===== src/rtl/fc_port_link.sv =====
// 8GFC port link layer: link init FSM (OLS/LR/LRR/Idle), idle fill and frame TX/RX over a 32-bit 8b/10b PCS word.
// One cycle sink->PCS and PCS->source; sink held off outside AC, in the post-EOF idle gap and on the cycle AC is left.
module fc_port_link #(
    parameter int MIN_IDLES = 2,
    parameter int OS_MATCH  = 3
) (
    input  logic        clk,
    input  logic        reset,
    input  logic        tx_ready,
    input  logic        rx_ready,
    input  logic        rx_syncstatus,
    output logic [31:0] phy_tx_data,
    output logic [3:0]  phy_tx_datak,
    input  logic [31:0] phy_rx_data,
    input  logic [3:0]  phy_rx_datak,
    input  logic [31:0] in_data,
    input  logic        in_valid,
    output logic        in_ready,
    input  logic        in_sop,
    input  logic        in_eop,
    output logic [31:0] out_data,
    output logic        out_valid,
    output logic        out_sop,
    output logic        out_eop,
    output logic [3:0]  state
);
    localparam logic [31:0] OS_IDLE = 32'hBC95B5B5;
    localparam logic [31:0] OS_LR   = 32'hBC49BF49;
    localparam logic [31:0] OS_LRR  = 32'hBC35BF49;
    localparam logic [31:0] OS_NOS  = 32'hBC55BF45;
    localparam logic [31:0] OS_OLS  = 32'hBC358A55;
    localparam logic [3:0]  K_OS    = 4'b1000;
    localparam int CW = $clog2(OS_MATCH + 1);
    localparam int GW = $clog2(MIN_IDLES + 1);

    typedef enum logic [3:0] {
        LF2 = 4'd0, OL1 = 4'd1, LR1 = 4'd2, LR2 = 4'd3, LR3 = 4'd4, AC = 4'd5
    } state_t;

    state_t          state_q, state_d;
    logic [31:0]     os_last_q;
    logic [CW-1:0]   os_run_q, os_run_d;
    logic [GW-1:0]   gap_q, gap_d;
    logic [31:0]     tx_data_q, tx_data_d;
    logic [3:0]      tx_datak_q, tx_datak_d;
    logic            in_frame_q, in_frame_d;
    logic [31:0]     out_data_q;
    logic            out_valid_q, out_valid_d;
    logic            out_sop_q, out_sop_d;
    logic            out_eop_q, out_eop_d;

    logic link_up, rx_os, os_hit, accept;
    logic hit_idle, hit_lr, hit_lrr, hit_nos, hit_ols;
    logic rx_ac, rx_delim, rx_eof, rx_sof;

    assign link_up = tx_ready & rx_ready & rx_syncstatus;
    assign rx_os   = (phy_rx_datak == K_OS);

    // Length of the current run of identical ordered sets, saturating at OS_MATCH.
    always_comb begin
        os_run_d = '0;
        if (rx_os) begin
            if ((phy_rx_data == os_last_q) && (os_run_q != '0))
                os_run_d = (os_run_q == CW'(OS_MATCH)) ? os_run_q : os_run_q + 1'b1;
            else
                os_run_d = CW'(1);
        end
    end

    assign os_hit   = (os_run_d == CW'(OS_MATCH));
    assign hit_idle = os_hit && (phy_rx_data == OS_IDLE);
    assign hit_lr   = os_hit && (phy_rx_data == OS_LR);
    assign hit_lrr  = os_hit && (phy_rx_data == OS_LRR);
    assign hit_nos  = os_hit && (phy_rx_data == OS_NOS);
    assign hit_ols  = os_hit && (phy_rx_data == OS_OLS);

    always_ff @(posedge clk or posedge reset) begin
        if (reset) state_q <= LF2;
        else       state_q <= state_d;
    end

    always_comb begin
        state_d = state_q;
        if (!link_up) begin
            state_d = LF2;
        end else begin
            case (state_q)
                LF2: state_d = OL1;
                OL1: if (hit_ols) state_d = LR1; else if (hit_lr) state_d = LR2;
                LR1: if (hit_lr) state_d = LR2; else if (hit_lrr) state_d = LR3;
                LR2: if (hit_lrr || hit_idle) state_d = LR3;
                LR3: if (hit_idle) state_d = AC; else if (hit_lr) state_d = LR2;
                AC:  if (hit_lr) state_d = LR2; else if (hit_ols) state_d = LR1;
                     else if (hit_nos) state_d = OL1;
                default: state_d = LF2;
            endcase
        end
    end

    // in_ready also looks at state_d so no word is accepted on the cycle the link leaves AC.
    always_comb begin
        in_ready   = (state_q == AC) && (state_d == AC) && (gap_q == '0);
        accept     = in_valid && in_ready;
        tx_data_d  = OS_NOS;
        tx_datak_d = K_OS;
        gap_d      = '0;
        case (state_d)
            LF2: tx_data_d = OS_NOS;
            OL1: tx_data_d = OS_OLS;
            LR1: tx_data_d = OS_LR;
            LR2: tx_data_d = OS_LRR;
            LR3: tx_data_d = OS_IDLE;
            AC: begin
                gap_d = (gap_q != '0) ? gap_q - 1'b1 : '0;
                if (accept) begin
                    tx_data_d  = in_data;
                    tx_datak_d = (in_sop || in_eop) ? K_OS : 4'b0000;
                    if (in_eop) gap_d = GW'(MIN_IDLES);
                end else begin
                    tx_data_d = OS_IDLE;
                end
            end
            default: tx_data_d = OS_NOS;
        endcase
    end

    // Delimiters share K28.5 + D21.4/D21.5 with Idle; EOFs carry D21.3/D21.6/D21.7 in the third byte.
    assign rx_ac    = (state_q == AC) && (state_d == AC);
    assign rx_delim = rx_os && (phy_rx_data[31:24] == 8'hBC) &&
                      ((phy_rx_data[23:16] == 8'h95) || (phy_rx_data[23:16] == 8'hB5)) &&
                      (phy_rx_data != OS_IDLE);
    assign rx_eof   = rx_delim && ((phy_rx_data[15:8] == 8'h75) || (phy_rx_data[15:8] == 8'hD5) ||
                                   (phy_rx_data[15:8] == 8'hF5));
    assign rx_sof   = rx_delim && !rx_eof;

    always_comb begin
        out_valid_d = 1'b0;
        out_sop_d   = 1'b0;
        out_eop_d   = 1'b0;
        in_frame_d  = in_frame_q;
        if (!rx_ac) begin
            in_frame_d = 1'b0;
        end else if (rx_sof) begin
            out_valid_d = 1'b1;
            out_sop_d   = 1'b1;
            in_frame_d  = 1'b1;
        end else if (in_frame_q && (phy_rx_datak == 4'b0000)) begin
            out_valid_d = 1'b1;
        end else if (in_frame_q && rx_eof) begin
            out_valid_d = 1'b1;
            out_eop_d   = 1'b1;
            in_frame_d  = 1'b0;
        end
    end

    always_ff @(posedge clk or posedge reset) begin
        if (reset) begin
            os_last_q   <= '0;
            os_run_q    <= '0;
            gap_q       <= '0;
            tx_data_q   <= OS_NOS;
            tx_datak_q  <= K_OS;
            in_frame_q  <= 1'b0;
            out_data_q  <= '0;
            out_valid_q <= 1'b0;
            out_sop_q   <= 1'b0;
            out_eop_q   <= 1'b0;
        end else begin
            os_last_q   <= phy_rx_data;
            os_run_q    <= os_run_d;
            gap_q       <= gap_d;
            tx_data_q   <= tx_data_d;
            tx_datak_q  <= tx_datak_d;
            in_frame_q  <= in_frame_d;
            out_data_q  <= phy_rx_data;
            out_valid_q <= out_valid_d;
            out_sop_q   <= out_sop_d;
            out_eop_q   <= out_eop_d;
        end
    end

    assign phy_tx_data  = tx_data_q;
    assign phy_tx_datak = tx_datak_q;
    assign out_data     = out_data_q;
    assign out_valid    = out_valid_q;
    assign out_sop      = out_sop_q;
    assign out_eop      = out_eop_q;
    assign state        = state_q;

endmodule


===== config.mk =====
export PLATFORM = sky130hd
export DESIGN_NAME = fc_port_link
export DESIGN_NICKNAME = d
export VERILOG_FILES = /design/src/rtl/fc_port_link.sv
export SDC_FILE = /design/constraint.sdc
export NUM_CORES = 1
export LEC_CHECK = 0
export BUFFER_PORTS_ARGS = -buffer_cell sky130_fd_sc_hd__buf_2
export CORE_MARGIN = 2
export CORE_UTILIZATION = 40
export CTS_BUF_LIST = sky130_fd_sc_hd__clkbuf_2 sky130_fd_sc_hd__clkbuf_4 sky130_fd_sc_hd__clkbuf_8
export CTS_CLUSTER_DIAMETER = 120
export DETAILED_ROUTE_END_ITERATION = 10
export HOLD_SLACK_MARGIN = 0.15
export PLACE_DENSITY = 0.69
export SLEW_MARGIN = 40
export SYNTH_ARGS = -nofsm -noshare
export SYNTH_HDL_FRONTEND = slang
export SYNTH_SLANG_ARGS = --single-unit
export TNS_END_PERCENT = 100

===== constraint.sdc =====
create_clock -name clk -period 3.54 [get_ports clk]
set_input_delay 0.354 -clock clk [delete_from_list [all_inputs] [get_ports clk]]
set_output_delay 0.354 -clock clk [all_outputs]
set_load 0.01 [all_outputs]

==> key figures, run 1 <==
Floorplanning
  – Die width: 98.0 um
  – DIE AREA: 9600 um2
  – Chip height: 98.0 um
  – Initial Utilization: 0.409
  – Core Area: 8640 um2
  – Number of I/O pins: 152
  – Row count: 34

Worst setup path
  – Internal reg-to-reg setup slack: 0.49 ns
  – Crit Reg-Reg Startpoint: out_data[9]$_DFF_PP0_
  – Worst Setup End Kind: primary output
  – Worst-path fanout max: 5
  – Worst Path Required: 3.19 ns
  – Critical path class: primary input to primary output
  – Path depth of the worst reg2reg path: 9
  – R2R Path End: phy_tx_data[22]$_DFF_PP1_
  – Crit path DAT: 3.08 ns
  – CP startpoint kind: primary input

Power
  – Cell Pwr Density: 374 nW/um2
  – Leak: 2.23 nW
  – Maximum VDD drop: 0.140 mV
  – Total power: 1.78 mW

Routing
  – Post-Route WL: 9.49 mm
  – DRC viols: 0
  – DR vias: 2979
  – Final ANT Viol Nets: 0
  – DRT Pass-1 Iters: 4
  – Drt via density: 5.00
  – Drt wl/cell: 15.9 um
  – DRT iter0 DRCs: 211

Synth
  – Yosys top cell area share: 0.404
  – Avg Cell Area, Syn: 11.3 um2
  – Area share of fa/ha/maj cells after synthesis: 0
  – Mapped Area: 3530 um2
  – Compound-Gate Fraction of Synth Area: 0.0903
  – Register area share after synthesis: 0.552
  – Synth warn: 0
  – Async SR Flop Fraction: 1.00
  – Number of synthesized flops with an enable pin: 0
  – Main combinational cell family by area after synthesis: simple AND/OR/NAND/NOR gates
  – Register bit total from synthesis: 77
  – Mux contribution to synthesized area: 0.00283
  – Xor and xnor area share after synthesis: 0.0768
  – Area contributors post-synth: dfrtp_1 40%, dfstp_2 15%, xor2_1 5.9%
  – Post-Synth Simple-Gate Area: 0.250
  – Syn Inst Count: 314
  – Synth unique cells: 64
  – Ys flop type: dfrtp_1
  – Yosys top cell by area: dfrtp_1

STA
  – Slew margin rel.: 0.629
  – Slew Viols, Final: 0
  – Final setup violation count: 0
  – Worst Skew: 0.0137 ns
  – Hold slack: 0.174 ns
  – Measured slew at the worst slew-check pin: 0.552 ns
  – Final period demand of the worst path: 3.44 ns
  – F_max: 291 MHz
  – Post-route setup slack: 0.102 ns
  – Hold violation total from the final report: 0
  – Period utilization: 0.971

Layout
  – Fin nets: 559
  – Area growth from synthesis to layout: 34.8%
  – Fin util: 0.552
  – Commonest non-fill, non-tap cell in the layout: buf_2
  – Ant diodes: 0
  – Most frequent cells in the layout: 148 x buf_2, 57 x dfrtp_1, 24 x xor2_1, 22 x nor2_1, 20 x dfstp_2
  – Share of layout cells above drive strength 1: 0.424
  – Final Non-Filler Cells: 596

Hold path
  – Hold depth: 1
  – Hold Path Class: primary input to flip-flop
  – Hold Crit Start: phy_rx_data[20]
  – Hold EP: out_data[20]$_DFF_PP0_

Flow run
  – Maxcap violations: 0

Global routing
  – Tot GR Track Use: 0.195
  – First-pass GRT wire length: 15.1 mm
  – Pin count of the biggest net entering global routing: 55
  – Initial antenna violation count: 0
  – Grt total ovfl: 0
  – Vias in the first global route: 3014

CTS
  – Root Buffer: clkbuf_8
  – Max Root-Sink Buffers: 2
  – CTS tree: yes
  – H-tree depth: 3
  – Post-CTS setup repair buffer count: 0
  – Clock transition at path regs: 0.08 ns
  – CTS Buf Count: 9
  – Worst-Skew Late Latency: 0.35 ns
  – CTS sink count: 77

Placement
  – Hpwl dp: 7.06 mm
  – Port Buffers: 148
  – Dpl ws: 0.290 ns
  – GP Congestion: 0.868
  – Inst Count DP: 565

Outcome
  – Status: complete, no violations
## per-stage QoR
step,cell area [um2],setup TNS [ns]
after floorplan,3550,0
after global placement,4370,0
after detailed placement,4370,0
after CTS,4720,0
after global routing,4760,-0.00352
final,4760,0
## report_power, final
group | switching [mW] | internal [mW] | leakage (nW)
Combinational | 0.118 | 0.0909 | 1.20
Clock | 0.325 | 0.332 | 0.0957
Sequential | 0.0157 | 0.903 | 0.930
Total | 0.458 | 1.33 | 2.23
## sequential cells by signal, summed over array words and instances (netlist names)
signal        cells
gap_q             2
in_frame_q        1
os_run_q          2
out_data         32
out_eop           1
out_sop           1
out_valid         1
phy_tx_data      32
phy_tx_datak      1
state             4
## cell type report
class	instances	area (um2)
repair buffers	164	898
well taps	108	135
multi-input cells	222	1550
inverters	9	38.8
clock inverters	6	63.8
clock buffers	10	131
flip-flops and latches	77	1950
fillers	799	3870
## Yosys cell counts, types with 2 or more instances
master and count:
dfrtp_1 57, xor2_1 24, nor2_1 22, dfstp_2 20, nand2_1 17, nand2b_1 13
nor4_1 13, nand4_1 11, o21ai_0 10, and2_1 9, nor3_1 9, a21oi_1 8
inv_1 8, a21o_1 7, nand3_1 7, xnor2_1 7, buf_4 5, nand4b_1 4
o31a_1 4, and3_1 3, nor2b_1 3, nor4b_1 3, clkbuf_1 2, nand2_4 2
nor3b_1 2, nor4_2 2, or2_2 2, or3_1 2, or4_1 2, or4bb_1 2
## cell families (layout without fill, tap and decap cells)
logic type / count (synthesis) / count (layout)
AO/OA/AOI/OAI: 45 / 45
XOR/XNOR: 31 / 31
buffers and inverters: 18 / 189
flip-flops: 77 / 77
multiplexers: 1 / 1
other: 1 / 4
AND/OR/NAND/NOR: 141 / 141
## metal layers
layer  GRT usage  wire length [um]  up-vias
met4      0.0694               131        0
met5           0                 0        -
met3      0.0315               597       11
met2       0.307              4520      103
met1       0.274              4240     1415
li1            -                 -     1450
## critical path, stage by stage
cell	delay (ns)
dlygate4sd3_1	0.54
buf_2	0.14
xnor2_1	0.13
nand2_1	0.12
or3_4	0.42
or3_4	0.43
nor4_4	0.29
o211ai_1	0.13
and4_4	0.24
and3_1	0.16
buf_2	0.14
## worst max-delay path by stage
stage / cells past startpoint / end / from
2_1_floorplan: 8 / in_ready / phy_rx_data[17]
3_3_place_gp: 10 / phy_tx_data[22]$_DFF_PP1_ / phy_rx_data[9]
3_5_place_dp: 10 / phy_tx_data[22]$_DFF_PP1_ / phy_rx_data[9]
4_1_cts: 11 / in_ready / phy_rx_data[30]
5_1_grt: 11 / in_ready / phy_rx_data[30]
6_report: 11 / in_ready / phy_rx_data[30]
## timing repair
| action | CTS | global route |
|---|---|---|
| endpoints found under the setup margin | 0 | 1 |
| hold buffers | 15 | 0 |
| endpoints found under the hold margin | 47 | 0 |
| resized for setup | 0 | 7 |
Power figures use the tool's default switching activity.
==> run 2: changes to the inputs <==
- GPL_TIMING_DRIVEN: default -> 0
==> key figures, run 2 (synthesized netlist as in run 1, its figures left out) <==
Routing
  – DR vias: 3092
  – DRC viols: 0
  – Drt wl/cell: 15.7 um
  – Drt via density: 5.12
  – Post-Route WL: 9.47 mm
  – Final ANT Viol Nets: 0
  – DRT Pass-1 Iters: 4
  – DRT iter0 DRCs: 153

Power
  – Leak: 2.31 nW
  – Cell Pwr Density: 395 nW/um2
  – Total power: 1.93 mW
  – Maximum VDD drop: 0.172 mV

Layout
  – Finished Cell Area: 4890 um2
  – Ant diodes: 0
  – Area growth from synthesis to layout: 38.4%
  – Fin nets: 567
  – Final Non-Filler Cells: 604
  – Most frequent cells in the layout: 149 x buf_2, 57 x dfrtp_1, 24 x xor2_1, 22 x nor2_1, 20 x dfstp_2
  – Commonest non-fill, non-tap cell in the layout: buf_2
  – Share of layout cells above drive strength 1: 0.442
  – Fill cells: 791

Worst setup path
  – Crit. Startpoint: phy_rx_data[30]
  – Worst Setup End Kind: primary output
  – Worst-path fanout max: 5
  – Crit path DAT: 3.02 ns
  – Critical path class: primary input to primary output
  – Crit Reg-Reg Startpoint: out_data[9]$_DFF_PP0_
  – CP startpoint kind: primary input
  – Worst Path Required: 3.19 ns

Floorplanning
  – Die width: 98.0 um
  – Chip height: 98.0 um
  – Core Area: 8640 um2
  – Number of I/O pins: 152
  – DIE AREA: 9600 um2
  – Initial Utilization: 0.409
  – Row count: 34

Placement
  – GP Congestion: 0.959
  – Dpl ws: 0.240 ns
  – Hpwl dp: 7.19 mm
  – Inst Count DP: 574
  – Post-Place Cell Area: 4450 um2
  – Port Buffers: 148

STA
  – Post-route setup slack: 0.167 ns
  – Measured slew at the worst slew-check pin: 0.612 ns
  – Final TNS setup: 0 ns
  – F_max: 296 MHz
  – Final period demand of the worst path: 3.37 ns
  – Slew margin rel.: 0.590
  – Hold violation total from the final report: 0
  – Final setup violation count: 0
  – Period utilization: 0.953
  – RSZ-0062 raised after global routing: false
  – Worst Skew: 0.0128 ns
  – Slew Viols, Final: 0

Global routing
  – First-pass GRT wire length: 15.1 mm
  – Grt total ovfl: 0
  – Vias in the first global route: 3079
  – Tot GR Track Use: 0.197
  – Initial antenna violation count: 0
  – Pin count of the biggest net entering global routing: 51

CTS
  – CTS sink count: 77
  – H-tree depth: 3
  – Root Buffer: clkbuf_8
  – CTS tree: yes
  – CTS Buf Count: 9
  – Clock transition at path regs: 0.07 ns
  – Max Root-Sink Buffers: 2
  – Worst-Skew Late Latency: 0.35 ns

Flow run
  – Maxcap violations: 0

Hold path
  – Hold Crit Start: phy_rx_data[31]
  – Hold Path Class: primary input to flip-flop

Outcome
  – Status: complete, no violations
run 2: path summary, 6_finish.rpt:
check,cells after the start,slack (ns),to
setup / recovery,11,0.17,in_ready
hold / removal,1,0.16,out_data[31]$_DFF_PP0_
setup reg to reg,9,0.40,phy_tx_data[22]$_DFF_PP1_
hold reg to reg,1,0.46,gap_q[0]$_DFF_PP0_
max in group asynchronous,4,2.44,phy_tx_data[10]$_DFF_PP1_
min in group asynchronous,3,0.51,out_data[17]$_DFF_PP0_
run 2: cell type report:
type / count / area (um2) / share of cell area
plain buffers: 9 / 61.3 / 0.0125
clock buffers: 10 / 131 / 0.0268
clock inverters: 6 / 110 / 0.0225
inverters: 9 / 38.8 / 0.00793
multi-input cells: 222 / 1560 / 0.320
flip-flops and latches: 77 / 1950 / 0.399
well taps: 108 / 135 / 0.0276
repair buffers: 163 / 901 / 0.184
run 2: per-layer routing:
metal	vias up	wire, um	GRT usage	share of wire
met4	0	179	0.0833	0.019
met5	-	0	0	0
li1	1479	-	-	-
met2	112	4670	0.319	0.49
met1	1490	4010	0.263	0.42
met3	11	606	0.0322	0.064
run 2: worst max-delay path, stage by stage:
cell and delay, ns:
dlygate4sd3_1 0.53, buf_2 0.14, nand2b_1 0.20, nor4_4 0.41
nand4_1 0.26, and4b_1 0.34, o21ai_1 0.10, o211ai_1 0.14
and4_4 0.28, and3_1 0.15, buf_2 0.13
run 2: stage by stage:
step                utilization  hold WS, ns
floorplan                     -        0.385
global placement          0.512        0.447
detailed placement        0.516        0.337
CTS                       0.556        0.151
global route              0.567        0.155
finish                    0.567        0.160
run 2: repair_timing:
item	CTS	global route
resized for setup	1	10
buffers inserted	0	3
gates cloned	0	0
hold buffers	10	1
pin swaps	0	8
hold endpoints to repair	36	1
setup endpoints to repair	1	1
run 2: where the power goes:
part | switching, mW | total [mW] | internal, mW
registers | 0.0157 | 0.918 | 0.903
logic | 0.120 | 0.214 | 0.0940
clock network | 0.325 | 0.802 | 0.477
total | 0.461 | 1.93 | 1.47
